==> config.mk <==
export PLATFORM = sky130hd
export DESIGN_NAME = cordic_cos_arbiter
export DESIGN_NICKNAME = d
export VERILOG_FILES = /design/src/rtl/cordic_cos_arbiter.sv
export SDC_FILE = /design/constraint.sdc
export NUM_CORES = 1
export LEC_CHECK = 0
export BUFFER_PORTS_ARGS = -buffer_cell sky130_fd_sc_hd__buf_2
export CAP_MARGIN = 20
export CORE_MARGIN = 2
export CORE_UTILIZATION = 52
export DETAILED_ROUTE_END_ITERATION = 12
export PLACE_DENSITY = 0.92
export RECOVER_POWER = 50
export SYNTH_ARGS = -nofsm -noshare
export SYNTH_HDL_FRONTEND = slang
export SYNTH_SLANG_ARGS = --single-unit
==> constraint.sdc <==
create_clock -name clk -period 3.35 [get_ports clk]
set_input_delay 0.335 -clock clk [delete_from_list [all_inputs] [get_ports clk]]
set_output_delay 0.335 -clock clk [all_outputs]
set_load 0.05 [all_outputs]
==> src/rtl/cordic_cos_arbiter.sv <==
// cordic_cos_arbiter: round-robin front end that shares one external CORDIC
// cosine pipeline between two requesters. Each issued angle carries a
// {valid, id} tag down a LATENCY-deep shift register that advances in lockstep
// with the pipeline, so the result leaving the pipeline is routed back to the
// requester that issued it. The pipeline only freezes when no tag is in
// flight, which means no result can be lost.
//
// Ports:
//   clk, reset_n                 clock, asynchronous active-low reset
//   reqN_valid/angle/ready       request handshake (ready is a combinational grant)
//   cordic_enable/angle          advance enable and angle to the shared pipeline
//   cordic_cos                   pipeline result, aligned with the exiting tag
//   rspN_valid/cos               one-cycle registered result pulse per requester
//   busy                         any tag in flight
//   issue_count, conflict_count  16-bit wrapping statistics, present only when
//                                CORDIC_ARB_STATS_EN is defined
module cordic_cos_arbiter #(
    parameter int unsigned LATENCY = 17,
    parameter int unsigned WIDTH   = 22
) (
    input  logic             clk,
    input  logic             reset_n,
    input  logic             req0_valid,
    input  logic [WIDTH-1:0] req0_angle,
    output logic             req0_ready,
    input  logic             req1_valid,
    input  logic [WIDTH-1:0] req1_angle,
    output logic             req1_ready,
    output logic             cordic_enable,
    output logic [WIDTH-1:0] cordic_angle,
    input  logic [WIDTH-1:0] cordic_cos,
    output logic             rsp0_valid,
    output logic [WIDTH-1:0] rsp0_cos,
    output logic             rsp1_valid,
    output logic [WIDTH-1:0] rsp1_cos,
    output logic             busy
`ifdef CORDIC_ARB_STATS_EN
    ,
    output logic [15:0]      issue_count,
    output logic [15:0]      conflict_count
`endif
);

    localparam int unsigned CNT_W = 16;

    // prio_q = 0: req0 wins a tie; 1: req1 wins a tie
    logic prio_q, prio_d;

    logic [LATENCY-1:0] tag_valid_q, tag_valid_d;
    logic [LATENCY-1:0] tag_id_q, tag_id_d;

    logic             busy_q, busy_d;
    logic             rsp0_valid_q, rsp0_valid_d;
    logic             rsp1_valid_q, rsp1_valid_d;
    logic [WIDTH-1:0] rsp0_cos_q, rsp0_cos_d;
    logic [WIDTH-1:0] rsp1_cos_q, rsp1_cos_d;

    logic grant0_c, grant1_c, grant_c, grant_id_c;
    logic exit_valid_c, exit_id_c;

    // Round-robin grant; suppressed while reset is asserted so the pipeline
    // interface is quiet as soon as reset goes low.
    always_comb begin
        grant0_c = 1'b0;
        grant1_c = 1'b0;
        if (reset_n) begin
            if (req0_valid && (!req1_valid || !prio_q)) begin
                grant0_c = 1'b1;
            end else if (req1_valid) begin
                grant1_c = 1'b1;
            end
        end
    end

    assign grant_c    = grant0_c | grant1_c;
    assign grant_id_c = grant1_c;

    assign req0_ready    = grant0_c;
    assign req1_ready    = grant1_c;
    assign cordic_enable = grant_c | busy_q;
    assign cordic_angle  = grant1_c ? req1_angle :
                           grant0_c ? req0_angle : '0;

    // The oldest tag lines up with cordic_cos on the current cycle.
    assign exit_valid_c = tag_valid_q[LATENCY-1] & cordic_enable;
    assign exit_id_c    = tag_id_q[LATENCY-1];

    // Next-state: pointer, tag shift register, busy and response registers.
    always_comb begin
        prio_d       = prio_q;
        tag_valid_d  = tag_valid_q;
        tag_id_d     = tag_id_q;
        rsp0_valid_d = 1'b0;
        rsp1_valid_d = 1'b0;
        rsp0_cos_d   = rsp0_cos_q;
        rsp1_cos_d   = rsp1_cos_q;

        if (grant_c) begin
            prio_d = ~grant_id_c;
        end

        if (cordic_enable) begin
            tag_valid_d = {tag_valid_q[LATENCY-2:0], grant_c};
            tag_id_d    = {tag_id_q[LATENCY-2:0], grant_id_c};
        end

        if (exit_valid_c) begin
            if (exit_id_c) begin
                rsp1_valid_d = 1'b1;
                rsp1_cos_d   = cordic_cos;
            end else begin
                rsp0_valid_d = 1'b1;
                rsp0_cos_d   = cordic_cos;
            end
        end

        // Registered copy of "any tag valid" taken from the next tag state.
        busy_d = |tag_valid_d;
    end

    always_ff @(posedge clk or negedge reset_n) begin
        if (!reset_n) begin
            prio_q       <= 1'b0;
            tag_valid_q  <= '0;
            tag_id_q     <= '0;
            busy_q       <= 1'b0;
            rsp0_valid_q <= 1'b0;
            rsp1_valid_q <= 1'b0;
            rsp0_cos_q   <= '0;
            rsp1_cos_q   <= '0;
        end else begin
            prio_q       <= prio_d;
            tag_valid_q  <= tag_valid_d;
            tag_id_q     <= tag_id_d;
            busy_q       <= busy_d;
            rsp0_valid_q <= rsp0_valid_d;
            rsp1_valid_q <= rsp1_valid_d;
            rsp0_cos_q   <= rsp0_cos_d;
            rsp1_cos_q   <= rsp1_cos_d;
        end
    end

    assign busy       = busy_q;
    assign rsp0_valid = rsp0_valid_q;
    assign rsp1_valid = rsp1_valid_q;
    assign rsp0_cos   = rsp0_cos_q;
    assign rsp1_cos   = rsp1_cos_q;

`ifdef CORDIC_ARB_STATS_EN
    logic [CNT_W-1:0] issue_count_q, issue_count_d;
    logic [CNT_W-1:0] conflict_count_q, conflict_count_d;

    // Wrapping grant and contention counters.
    always_comb begin
        issue_count_d    = issue_count_q + CNT_W'(grant_c);
        conflict_count_d = conflict_count_q + CNT_W'(req0_valid & req1_valid);
    end

    always_ff @(posedge clk or negedge reset_n) begin
        if (!reset_n) begin
            issue_count_q    <= '0;
            conflict_count_q <= '0;
        end else begin
            issue_count_q    <= issue_count_d;
            conflict_count_q <= conflict_count_d;
        end
    end

    assign issue_count    = issue_count_q;
    assign conflict_count = conflict_count_q;
`endif

endmodule
# Yosys cells after proc, flatten, opt, wreduce, memory -nomap -nowiden
# Index checks and enable logic that the tools add are counted.
classes:
  muxes: 12
  n_bitwise: 5
  n_reduce_logical: 7
ops:
  columns: ["cell", "n"]
  rows:
  - ["22-bit two-way mux", 2]
  - ["17-bit two-way mux", 1]
  - ["17-bit OR reduction", 1]
  - ["1-bit two-way mux", 9]
  - ["2-bit AND reduction", 2]
  - ["1-bit logical NOT", 2]
  - ["1-bit inverter", 2]
  - ["1-bit OR", 2]
  - ["1-bit bitwise AND", 1]
  - ["1-bit logical AND", 1]
  - ["1-bit logical OR", 1]
totals:
  regBits: 82
  output_inout_bits: 72
  elab_cells: 32

# Logic depth before layout (Yosys ltp)
# Gate-level depths: netlist of the first run.
depth:
  word_depth: 9
  ltp_mapped: 5
  ltp_nobuf: 4

# Worst setup path before layout of the first run
# Ideal clock, no wire load.
synth_path:
  kind: "register to output"
  startpoint: "register prio_q"
  endpoint: "output port cordic_angle[13]"
  arrival_time_ns: 1.582
  required_time_ns: 3.015
  slack_ns: 1.433
  stages_incl_launch_ff: 5
  path_cell_list: "dfrtp_1 inv_1 a21oi_1 buf_2 a22o_1"
synth_between:
  elab_cells_between_ends: 9
  cone_classes: "6 x mux; 3 x reduce/logical"
synth_rtl:
  columns: ["item", "line_no", "rtl"]
  rows:
  - ["start: declaration", "47", "logic prio_q, prio_d;"]
  - ["start signal: assignment", "132", "prio_q <= prio_d;"]
  - ["1-bit logical NOT", "67", "if (req0_valid && (!req1_valid || !prio_q)) begin"]
  - ["1-bit logical OR", "67", null]
  - ["1-bit logical AND", "67", null]
  - ["1-bit two-way mux", "67", null]
  - ["1-bit two-way mux", "66", "if (reset_n) begin"]
  - ["named net req1_ready", "28", "output logic req1_ready,"]
  - ["22-bit two-way mux", "81", "assign cordic_angle = grant1_c ? req1_angle :"]
  - ["end: declaration", "30", "output logic [WIDTH-1:0] cordic_angle,"]
# The timed path passes the listed nets, and every way through them passes these cells.

# Worst setup path after layout of the first run
layout_path:
  startpoint: "input port reset_n"
  endpoint: "output port cordic_enable"
layout_between:
  elab_chain_len: 3
  elab_cells_between_ends: 4
  cone_classes: "2 x mux; 2 x bitwise"
layout_rtl:
  columns: ["item", "line_no", "rtl"]
  rows:
  - ["start: declaration", "22", "input logic reset_n,"]
  - ["1-bit two-way mux", "66", null]
  - ["1-bit OR *", "75", "assign grant_c = grant0_c | grant1_c;"]
  - ["1-bit OR *", "80", "assign cordic_enable = grant_c | busy_q;"]
  - ["end: declaration", "29", "output logic cordic_enable,"]
# Mark *: on every way between the ends. The rest lies on a longest branch, timed or not.

==> flow_metrics.tcl, run 1 <==
set metrics [dict create \
    die_h_microns 85.7 \
    worst_pin_slew_ps 1800 \
    ys_warn_count 0 \
    top_usage_layer "met2" \
    layout-drive-gt1-share_pct 51.5 \
    gp_congestion 0.884 \
    finalSetupTns_ps 0 \
    worst-setup-path-type "in -> out" \
    drt-pass1-iter-count 8 \
    r2r_start "busy$_DFF_PN0_" \
    setup_viol 0 \
    finalHoldViolations 0 \
    initial_core_util_pct 54.1 \
    synthesis.area_sq_mm 0.00347 \
    drv_cap 1 \
    hold_end "rsp0_cos[2]$_DFFE_PN0P_" \
    cts.sinks 82 \
    final_cell_mix "buf_2, dfrtp_1, mux2_2, clkbuf_1, a22o_1" \
    critPathSlowestCell "dlygate4sd3_1" \
    clk_latency_ps 340 \
    final_common_cell "buf_2" \
    finalNetCount 436 \
    die_w_microns 85.7 \
    grt.overflow.total 0 \
    drtIter0Drc 126 \
    cpPeakStageDelay_ps 560 \
    end_kind "output pin" \
    antenna_cells 0 \
    coreArea_sq_mm 0.00642 \
    hold_slack_ps 214 \
    root_buffer "clkbuf_8" \
    timing.fmax_ghz 0.346 \
    crit_buf_inv 4 \
    slew_headroom_pct -20.3 \
    required_ps 3010 \
    grt_pass1_vias 2544 \
    holdCritStartpoint "cordic_cos[2]" \
    timing.rr.end "tag_valid_q[11]$_DFF_PN0_" \
    fin_crit_ps 2890 \
    postSynth.asyncResetShare_pct 100 \
    clk_path_buf_depth 2 \
    ys.flop_type "dfrtp_1" \
    synthesis.instances 222 \
    hp-class "in -> reg" \
    grt_max_degree 77 \
    grt_util_met3_pct 5.87 \
    critPathTopFamily "buffers and inverters" \
    antenna_found_initial 0 \
    cts_made_buffers 9 \
    clk_pin_slew_ps 90 \
    violations "DRC, capacitance limit, slew limit" \
    power.density_mw_per_mm2 671 \
    synth_area_per_cell_sq_um 15.6 \
    synth_nets 292 \
    startpoint_type "primary input" \
    p_leak_nw 2.17 \
    drc 13 \
    vdd_ir_drop_max_uv 231 \
    use_met2_pct 36.4 \
    worstPathArrival_ps 2550 \
    synth_edf_count 0 \
    grt_setup_unrepaired "false" \
    grt_pass1_wl_mm 11.9 \
    final_max_slew_viol_count 77 \
    yosys.cell_types.count 26 \
    ys_ff_latch 82 \
    wl_mm 7.34 \
    reg2reg_slack_ps 1390 \
    num_rows 29 \
    critPathMaxFanout 28 \
    skew_ps 8.54 \
    status "complete, but fails checks" \
    cts_tree "built" \
    fin_util_pct 67.8 \
    portBuffers 141 \
    routedWlPerCell_microns 16.4 \
    antenna_left 0 \
    cts_resized 0 \
    area_growth_pct 25.3 \
    via_per_inst 5.42 \
    reg2reg_depth 3 \
    dp_hpwl_mm 5.17 \
    grtUsageMet1_pct 25.8 \
    ioPinCount 142 \
    crit_chain "dlygate4sd3_1 -> buf_4 -> o21a_1 -> nor2_1 -> inv_4 -> buf_2" \
    holdPathStages 2 \
    die-area_sq_mm 0.00735 \
    ys_seq_area_share_pct 59.1 \
    vias 2429 \
    htreeDepth 3 \
    grt_use_total_pct 21.1 \
    period_share_pct 86.2 \
]
-- flip-flops by register name, summed over array words and instances, names as in the netlist --
| signal | count |
|---|---|
| rsp1_cos | 22 |
| rsp0_cos | 22 |
| tag_id_q | 17 |
| busy | 1 |
| rsp0_valid | 1 |
| rsp1_valid | 1 |
| tag_valid_q | 17 |
| prio_q | 1 |
-- worst max-delay path by stage --
stage	start	depth (start not counted)	endpoint	slack (ps)
after floorplan	prio_q$_DFFE_PN0P_	4	cordic_angle[13]	1430
after global placement	reset_n	5	cordic_angle[19]	1220
after detailed placement	reset_n	5	cordic_angle[5]	1150
after CTS	reset_n	6	cordic_angle[5]	570
after global routing	reset_n	6	cordic_enable	260
final	reset_n	6	cordic_enable	460
-- Yosys cell counts (all sizes together), types with 3 or more instances --
cell   number  area (sq um)
a22o       22           193
buf        11          87.6
dfrtp      82          2050
inv         5          21.3
mux2       76           927
nand2       3          11.3
nor2        3          27.5
o21ai       5          36.3
-- logic make-up after synthesis --
kind of cell    count (synthesis)  share of synthesized area (%)
flops                          82                           59.1
mux                            76                           26.7
compound gates                 34                           8.61
buf+inv                        16                           3.13
simple gates                   14                           2.49
-- layout make-up --
| class | count | area (sq um) |
|---|---|---|
| sequential | 82 | 2050 |
| clock buffer | 9 | 124 |
| inverter | 5 | 21.3 |
| fill | 494 | 2070 |
| timing repair buffer | 144 | 673 |
| tap | 77 | 96.3 |
| clock inverter | 7 | 92.6 |
| multi-input combinational | 124 | 1290 |
-- worst reg2reg max path, stage by stage, from the launching register on --
cell	delay (ps)
dfrtp_1	510
nor2_1	590
inv_4	340
mux2_4	400
-- stage by stage --
stage / power (mW) / std cells / setup slack, ps / instance area [sq um]
floorplan: 1.94 / 222 / 1430 / 3470
global placement: 2.17 / 431 / 1220 / 4210
detailed placement: 2.20 / 431 / 1150 / 4210
CTS: 2.97 / 448 / 568 / 4440
global route: 3.04 / 448 / 263 / 4350
finish: 2.92 / 448 / 464 / 4350
-- power breakdown --
part	switching (mW)	internal (mW)	total, mW
Clock	0.347	0.419	0.766
Combinational	0.691	0.233	0.924
Sequential	0.0892	1.14	1.23
-- per-layer routing --
layer	vias to the layer above	wire [microns]
met5	-	0
met4	0	74
met3	5	602
met2	131	3650
met1	1191	3010
li1	1102	-
-- repair_timing --
action / CTS / global route
buffers inserted: 0 / 0
endpoints found under the hold margin: 6 / 0
hold buffers: 1 / 0
Power figures use the tool's default switching activity.
==> inputs of run 2 (changes only) <==
--- a/config.mk
+++ b/config.mk
@@ -5,10 +5,11 @@
 export SDC_FILE = /design/constraint.sdc
 export NUM_CORES = 1
 export LEC_CHECK = 0
+export ABC_AREA = 1
 export BUFFER_PORTS_ARGS = -buffer_cell sky130_fd_sc_hd__buf_2
 export CAP_MARGIN = 20
 export CORE_MARGIN = 2
-export CORE_UTILIZATION = 52
+export CORE_UTILIZATION = 51
 export DETAILED_ROUTE_END_ITERATION = 12
 export PLACE_DENSITY = 0.92
 export RECOVER_POWER = 50
==> run 2 against run 1 <==
Wire length increased by 4.6%. The run ends with capacitance limit, slew limit left. Count of clock-buffer cells in the layout increased by 3. Total power shrank 9.4%. Highest routed layer unchanged. Sequential share of layout area up 1.6 points. Setup slack gained 360 ps. Maximum frequency increased by 14%. Critical path type is now in -> reg.
==> flow_metrics.tcl, run 2 <==
set metrics [dict create \
    die_w_microns 85.1 \
    cts.sinks 82 \
    post_cts.repair.setup_buffers 0 \
    initial_core_util_pct 52.8 \
    num_rows 29 \
    layout-drive-gt1-share_pct 24.9 \
    worst-setup-path-type "in -> reg" \
    gp_congestion 0.756 \
    drc 0 \
    yosys.cell_types.count 16 \
    root_buffer "clkbuf_8" \
    vias 2876 \
    ys.flop_type "dfrtp_1" \
    cts_tree "built" \
    drv_cap 1 \
    htreeDepth 3 \
    setup_viol 0 \
    grt_pass1_vias 2781 \
    startpoint_type "primary input" \
    clk_latency_ps 350 \
    vdd_ir_drop_max_uv 454 \
    finalWorstSetupSlack_ps 824 \
    required_ps 3630 \
    stdcell_area_sq_mm 0.00421 \
    slew_headroom_pct -27.4 \
    dp_hpwl_mm 5.43 \
    finalHoldViolations 0 \
    violations "capacitance limit, slew limit" \
    ys_seq_area_share_pct 61.1 \
    p_leak_nw 2.31 \
    final_max_slew_viol_count 83 \
    period_share_pct 75.4 \
    worstPathArrival_ps 2810 \
    place_ws_ps 1200 \
    ioPinCount 142 \
    finalSetupTns_ps 0 \
    drt-pass1-iter-count 5 \
    status "complete, but fails checks" \
    clk_path_buf_depth 2 \
    coreArea_sq_mm 0.00635 \
    ys_warn_count 0 \
    drtIter0Drc 209 \
    critPathMaxFanout 43 \
    area_growth_pct 25.3 \
    wl_mm 7.68 \
    die_h_microns 85.1 \
    synth_area_per_cell_sq_um 9.40 \
    fin_util_pct 66.2 \
    synth_edf_count 0 \
    hp-class "in -> reg" \
    ys_ff_latch 82 \
    via_per_inst 5.01 \
    antenna_found_initial 0 \
    synthesis.instances 357 \
    die-area_sq_mm 0.00724 \
    power.density_mw_per_mm2 629 \
    synth_area_leaders "dfrtp_1, nand2_1, o21ai_0, a22o_1, inv_1" \
    synth.top_cells.by_count "nand2_1, dfrtp_1, o21ai_0" \
    cts_hold_buf 0 \
    synthesis.area_sq_mm 0.00336 \
    finalNetCount 562 \
    grt_pass1_wl_mm 12.8 \
    fin_crit_ps 2530 \
    cts_made_buffers 9 \
    grt_use_total_pct 22.1 \
    end_kind "register" \
    antenna_cells 0 \
    final_common_cell "buf_2" \
    synth_top_area_cell "dfrtp_1" \
    yosysMostFrequentCell "nand2_1" \
    synth_nets 427 \
    antenna_left 0 \
    routedWlPerCell_microns 13.4 \
    portBuffers 141 \
    timing.fmax_ghz 0.396 \
    grt_max_degree 83 \
    yosysTopAreaCellShare_pct 61.1 \
    skew_ps 14.5 \
    worst_pin_slew_ps 1910 \
    clk_pin_slew_ps 90 \
    grt_setup_unrepaired "false" \
    cts_resized 0 \
    hold_slack_ps 240 \
    placed_area_sq_mm 0.00408 \
    final_cell_mix "buf_2, nand2_1, dfrtp_1, o21ai_0, inv_1" \
    grt.overflow.total 0 \
    postSynth.asyncResetShare_pct 100 \
]
==> run 2: where the power goes <==
| group | leakage, nW | internal, mW | switching (mW) | total [mW] |
|---|---|---|---|---|
| registers | 1.02 | 1.12 | 0.0677 | 1.18 |
| logic | 1.20 | 0.157 | 0.620 | 0.778 |
| clock network | 0.0828 | 0.345 | 0.338 | 0.683 |
==> run 2: final timing paths <==
path                                                   to                startpoint  depth (start not counted)  slack, ps
max in group asynchronous       tag_valid_q[13]$_DFF_PN0_                   reset_n                          2       1460
min in group asynchronous        rsp1_cos[18]$_DFFE_PN0P_                   reset_n                          2        770
worst min register to register   rsp0_cos[21]$_DFFE_PN0P_  rsp0_cos[21]$_DFFE_PN0P_                          2        490
worst max register to register   rsp0_cos[18]$_DFFE_PN0P_            busy$_DFF_PN0_                          4       1220
worst min-delay path             rsp1_cos[10]$_DFFE_PN0P_            cordic_cos[10]                          3        240
worst max-delay path                       busy$_DFF_PN0_                req0_valid                         10        820
==> run 2: per-stage QoR <==
| step | cells | power [mW] |
|---|---|---|
| after floorplan | 357 | 1.77 |
| after global placement | 558 | 1.98 |
| after detailed placement | 558 | 2.00 |
| after CTS | 574 | 2.68 |
| after global routing | 574 | 2.76 |
| final | 574 | 2.64 |
==> run 2: cells by family (layout without fill, tap and decap cells) <==
| logic type | Yosys count | after routing | share of synthesized area, % |
|---|---|---|---|
| AO/OA/AOI/OAI | 92 | 92 | 16.6 |
| buffers and inverters | 66 | 206 | 8.09 |
| flip-flops | 82 | 82 | 61.1 |
| AND/OR/NAND/NOR | 117 | 117 | 14.2 |
==> run 2: area by class of cell <==
| cell class | instances | area, sq um |
|---|---|---|
| clock buffer | 12 | 135 |
| inverter | 48 | 180 |
| timing repair buffer | 142 | 668 |
| tap | 77 | 96.3 |
| fill | 505 | 2140 |
| clock inverter | 4 | 52.6 |
| sequential | 82 | 2050 |
| multi-input combinational | 209 | 1020 |
==> run 2: routing by layer <==
layer	share of wire [%]	vias to the layer above	global-route usage, %
li1	-	1415	-
met1	42	1371	29.3
met2	51	70	35.2
met3	4.0	20	5.45
met4	2.7	0	9.24
met5	0	-	0
==> run 2: worst max-delay path, cell delays in order <==
cell and delay (ps):
clkbuf_1 90, o21ai_0 880, nand2_4 470, inv_1 550
nand2_1 130, nand2_1 120, nor2_1 50, nand2_1 60
nor2_1 40, nand2_1 60
